[src/rtl/axi_rb.sv]
// AXI4 read-burst initiator: issues one INCR burst on AR, collects R beats into a
// 2-entry skid buffer and forwards them in order to a downstream FIFO write port.
module axi_rb #(
  parameter int ADDR_WIDTH = 16,
  parameter int DATA_WIDTH = 32,
  parameter int LEN_WIDTH  = 8
) (
  input  logic                  clk,
  input  logic                  rst,
  input  logic                  start,
  input  logic [ADDR_WIDTH-1:0] cfg_addr,
  input  logic [LEN_WIDTH-1:0]  cfg_len,
  output logic [ADDR_WIDTH-1:0] s_axi_araddr,
  output logic [LEN_WIDTH-1:0]  s_axi_arlen,
  output logic [2:0]            s_axi_arsize,
  output logic [1:0]            s_axi_arburst,
  output logic                  s_axi_arvalid,
  input  logic                  s_axi_arready,
  input  logic [DATA_WIDTH-1:0] s_axi_rdata,
  input  logic [1:0]            s_axi_rresp,
  input  logic                  s_axi_rlast,
  input  logic                  s_axi_rvalid,
  output logic                  s_axi_rready,
  output logic [DATA_WIDTH-1:0] fifo_in_data,
  output logic                  fifo_write_valid,
  input  logic                  fifo_write_ready,
  output logic                  valid,
  output logic                  err
);

  localparam logic [2:0] ARSIZE = 3'($clog2(DATA_WIDTH / 8));

  typedef enum logic [2:0] {S_IDLE, S_AR, S_DATA, S_DRAIN, S_DONE} state_t;

  state_t                state_q, state_d;
  logic [1:0]            count_q, count_d;
  logic [DATA_WIDTH-1:0] buf0_q, buf1_q;
  logic [LEN_WIDTH:0]    beat_q;
  logic [ADDR_WIDTH-1:0] addr_q;
  logic [LEN_WIDTH-1:0]  len_q;
  logic                  rready_q, rready_d;
  logic                  err_q;
  logic                  start_ok, accept, pop, last_idx, beat_err;

  assign start_ok = start && (state_q == S_IDLE || state_q == S_DONE);
  assign accept   = s_axi_rvalid && rready_q;
  assign pop      = (count_q != 2'd0) && fifo_write_ready;
  assign last_idx = (beat_q == {1'b0, len_q});
  // Any bad response, or rlast disagreeing with the expected final index.
  assign beat_err = accept && ((s_axi_rresp != 2'b00) || (s_axi_rlast != last_idx));

  always_comb begin
    state_d = state_q;
    case (state_q)
      S_IDLE:  if (start_ok) state_d = S_AR;
      S_AR:    if (s_axi_arready) state_d = S_DATA;
      S_DATA:  if (accept && s_axi_rlast) state_d = S_DRAIN;
      S_DRAIN: if (count_q == 2'd0) state_d = S_DONE;
      S_DONE:  if (start_ok) state_d = S_AR;
      default: state_d = S_IDLE;
    endcase
  end

  // rready is registered from next-state/next-count so the FIFO side never
  // reaches the R channel combinationally; count_d < 2 leaves room for one more beat.
  always_comb begin
    count_d  = count_q + {1'b0, accept} - {1'b0, pop};
    rready_d = (state_d == S_DATA) && (count_d < 2'd2);
  end

  always_ff @(posedge clk or negedge rst) begin
    if (!rst) begin
      state_q  <= S_IDLE;
      count_q  <= '0;
      rready_q <= 1'b0;
      addr_q   <= '0;
      len_q    <= '0;
      beat_q   <= '0;
      err_q    <= 1'b0;
    end else begin
      state_q  <= state_d;
      count_q  <= count_d;
      rready_q <= rready_d;
      if (start_ok) begin
        addr_q <= cfg_addr;
        len_q  <= cfg_len;
        beat_q <= '0;
        err_q  <= 1'b0;
      end else begin
        if (accept && beat_q != '1) beat_q <= beat_q + {{LEN_WIDTH{1'b0}}, 1'b1};
        if (beat_err) err_q <= 1'b1;
      end
    end
  end

  // Skid buffer: buf0 is the head; accept never coincides with a full buffer.
  always_ff @(posedge clk or negedge rst) begin
    if (!rst) begin
      buf0_q <= '0;
      buf1_q <= '0;
    end else begin
      if (pop && count_q == 2'd2) buf0_q <= buf1_q;
      if (accept) begin
        if (count_q == 2'd0 || (count_q == 2'd1 && pop)) buf0_q <= s_axi_rdata;
        else buf1_q <= s_axi_rdata;
      end
    end
  end

  assign s_axi_araddr     = addr_q;
  assign s_axi_arlen      = len_q;
  assign s_axi_arsize     = ARSIZE;
  assign s_axi_arburst    = 2'b01;
  assign s_axi_arvalid    = (state_q == S_AR);
  assign s_axi_rready     = rready_q;
  assign fifo_in_data     = buf0_q;
  assign fifo_write_valid = (count_q != 2'd0);
  assign valid            = (state_q == S_DONE);
  assign err              = err_q;

endmodule

[config.mk]
export PLATFORM = sky130hd
export DESIGN_NAME = axi_rb
export DESIGN_NICKNAME = d
export VERILOG_FILES = /design/src/rtl/axi_rb.sv
export SDC_FILE = /design/constraint.sdc
export NUM_CORES = 1
export LEC_CHECK = 0
export ABC_CLOCK_PERIOD_IN_PS = 5200
export CORE_UTILIZATION = 45
export DETAILED_ROUTE_END_ITERATION = 10
export GPL_TIMING_DRIVEN = 0
export PLACE_DENSITY = 0.76
export SLEW_MARGIN = 20
export SYNTH_ARGS = -nofsm -noshare
export SYNTH_HDL_FRONTEND = slang
export SYNTH_SLANG_ARGS = --single-unit
[constraint.sdc]
create_clock -name clk -period 5.2 [get_ports clk]
set_input_delay 1.04 -clock clk [delete_from_list [all_inputs] [get_ports clk]]
set_output_delay 1.04 -clock clk [all_outputs]
set_load 0.02 [all_outputs]
==> flow_metrics.py <==
metrics = {
    "drt": {
        "drc_errors": 0,
        "num_vias": 3278,
        "dr.pass1.iters": 4,
        "wirelength_microns": 9680,
        "postRouteAntennaNets": 0,
        "viasPerCell": 5.08,
        "drt_iter0_drc": 59,
        "routedWlPerCell_microns": 15.0,
    },
    "global_routing": {
        "grt_pass1_wl_microns": 15700,
        "grt_max_degree": 79,
        "grt_antenna_before_repair": 0,
        "overflow": 0,
        "track_usage": 0.193,
        "grt_pass1_vias": 3388,
    },
    "logic_synthesis": {
        "synth_top_area_cell": "dfrtp_1",
        "netlist_area_sq_um": 4570,
        "yosysTopAreaCellShare": 0.569,
        "synth_cell_type_count": 41,
        "ys_warn_count": 0,
        "syn_area_per_cell_sq_um": 12.4,
        "ys_seq_area_frac": 0.569,
        "synth-seq-cells": 104,
        "ys_top_cells_by_area": "dfrtp_1, mux2_2, mux2i_1",
        "syn_inst": 368,
    },
    "worst_setup_path": {
        "path_class": "flop to primary output",
        "crit_arrival_ns": 1.76,
        "cp.required_ns": 4.16,
        "cp-end-kind": "primary output",
        "cp_max_fo": 8,
        "startpoint_type": "flop",
    },
    "cts": {
        "numCtsBuffers": 9,
        "cts_resized": 0,
        "clk_latency_ns": 0.36,
        "clk_pin_slew_ns": 0.09,
        "cts_setup_buffers": 0,
        "root_buffer": "clkbuf_8",
        "clockBufferDepth": 2,
        "cts_tree": "done",
        "clock_sinks": 104,
        "ctsHoldBuffers": 0,
        "htreeDepth": 3,
    },
    "status": {
        "status": "complete, no violations",
    },
    "placed_design": {
        "io_buffers": 125,
        "hpwl_microns": 6850,
        "place.gp.congestion": 0.830,
    },
    "min_path": {
        "hp-class": "flop to flop",
    },
    "final_layout": {
        "drive_gt1_frac": 0.184,
        "nets": 577,
        "antenna_cells": 0,
        "syn2layout_area_growth_pct": 36.9,
        "regArea_sq_um": 2600,
        "multi_input_area_sq_um": 1800,
        "nFillCells": 816,
    },
    "sta": {
        "clock.fmax_mhz": 357,
        "slew_violations": 0,
        "skew_ns": 0.0159,
        "setup_violations": 0,
        "min_period_over_period": 0.538,
        "setup_tns_ns": 0,
        "hold_viol": 0,
        "fin_crit_ns": 2.80,
        "rsz0062_at_grt": "false",
    },
    "power": {
        "p_comb_frac": 0.433,
        "p_total_w": 0.00346,
        "seq_power_share": 0.404,
        "pwr-share-clk": 0.163,
        "power_switching_share": 0.344,
        "power.switching_w": 0.00119,
        "p_leak_nw": 2.86,
        "peakVddDrop_mv": 0.307,
        "cellPowerDensity_nw_per_um2": 553,
        "p_int_w": 0.00227,
    },
    "floorplanning": {
        "dieArea_sq_um": 10600,
        "ioPinCount": 131,
        "start_util": 0.466,
        "core_area_sq_um": 9820,
        "dieHeight_microns": 103,
        "die_x_microns": 103,
        "core.rowCount": 36,
    },
    "flow_run": {
        "max_cap_viol_count": 0,
    },
}
## kinds of logic after synthesis
kind of cell	after synthesis	share of synthesized area
buffers and inverters	30	0.0397
flip-flops	104	0.569
AO/OA/AOI/OAI	46	0.0534
other	2	0.00164
adder cells (fa/ha/maj)	4	0.0109
XOR/XNOR	16	0.0307
multiplexers	88	0.208
AND/OR/NAND/NOR	78	0.0865
## synthesized netlist by cell type
library cell,number
dfrtp_1,104
mux2_2,52
nand2_1,38
mux2i_1,32
o21ai_0,31
nor2_1,11
xor2_1,11
buf_4,10
buf_2,7
inv_1,6
a21oi_1,5
o21ai_1,5
xnor2_1,5
ha_1,4
mux2_1,4
nand4_1,4
nor3_1,4
buf_6,3
clkbuf_1,3
nand3b_1,3
and2_1,2
and3_1,2
conb_1,2
nand3_1,2
nor3_4,2
a221oi_1,1
a31oi_1,1
a32oi_1,1
and2_2,1
and2b_1,1
and3b_1,1
and4b_1,1
inv_2,1
nor2b_1,1
nor3b_1,1
nor4_1,1
nor4b_1,1
o21ai_2,1
o22ai_1,1
or3_1,1
or4_1,1
## worst paths after layout
| path | start | to | slack [ns] | cells after the start |
|---|---|---|---|---|
| setup / recovery | state_q[1] | valid | 2.40 | 3 |
| hold / removal | buf1_q[5] | buf1_q[5] | 0.50 | 1 |
| setup reg to reg | count_q[1] | s_axi_rready | 3.09 | 9 |
| hold reg to reg | buf1_q[5] | buf1_q[5] | 0.50 | 1 |
| max in group asynchronous | rst | fifo_in_data[5] | 4.00 | 2 |
| min in group asynchronous | rst | buf1_q[21] | 0.53 | 1 |
## power groups by stage
stage	clock network, W	registers, W	logic [W]
final	0.000564	0.00140	0.00150
after global routing	0.000609	0.00145	0.00163
after CTS	0.000578	0.00140	0.00152
after detailed placement	0	0.00142	0.00151
after global placement	0	0.00140	0.00147
after floorplan	0	0.00163	0.000614
## registers in the layout (all words and copies together) (netlist names)
register,flops
buf1_q,32
s_axi_arlen,8
state_q,3
fifo_in_data,32
beat_q,9
count_q,2
s_axi_araddr,16
err,1
s_axi_rready,1
## cell type report
| type | count | area share |
|---|---|---|
| clock inverter | 4 | 0.0124 |
| multi-input combinational | 237 | 0.287 |
| sequential | 104 | 0.416 |
| clock buffer | 11 | 0.0242 |
| inverter | 7 | 0.00420 |
| tap | 133 | 0.0266 |
| buffer | 23 | 0.0248 |
| timing repair buffer | 126 | 0.205 |
## routing by layer
layer,vias up,share of wire,GRT usage
met2,112,0.49,0.323
met4,0,0.0094,0.0618
met3,9,0.082,0.0671
li1,1541,-,-
met5,-,0,0
met1,1616,0.42,0.236
## through the flow
stage / setup slack [ns] / cell area, sq um / instances / hold WS (ns) / util
after floorplan: 2.86 / 4580 / 371 / 0.464 / -
after global placement: -0.816 / 6000 / 629 / 0.473 / 0.611
after detailed placement: 2.16 / 6030 / 630 / 0.483 / 0.614
after CTS: 2.39 / 6260 / 645 / 0.504 / 0.637
after global routing: 2.30 / 6260 / 645 / 0.526 / 0.637
final: 2.40 / 6260 / 645 / 0.501 / 0.637
## critical path, cell delays in order, from the launching register on
cell	delay, ns
dfrtp_1	0.48
nor2_1	0.17
and2_1	0.15
clkdlybuf4s50_1	0.61
## cells in the final DEF (no fill, tap or decap), types with 2 or more instances in the layout
master / n
nand3_1: 2
buf_6: 4
clkbuf_1: 3
mux2_1: 4
nor3_1: 4
a21oi_1: 5
mux2i_1: 32
clkdlybuf4s50_1: 124
o21ai_1: 5
bufinv_16: 2
xor2_1: 11
nand2_1: 38
clkinv_4: 2
buf_4: 10
inv_1: 6
nor2_1: 11
dfrtp_1: 104
nand4_1: 4
and3_1: 2
buf_2: 7
clkbuf_8: 11
ha_1: 4
mux2_2: 52
and2_1: 2
xnor2_1: 5
nor3_4: 2
conb_1: 5
nand3b_1: 3
o21ai_0: 31
Note: power is estimated with default switching activity, not from simulation.
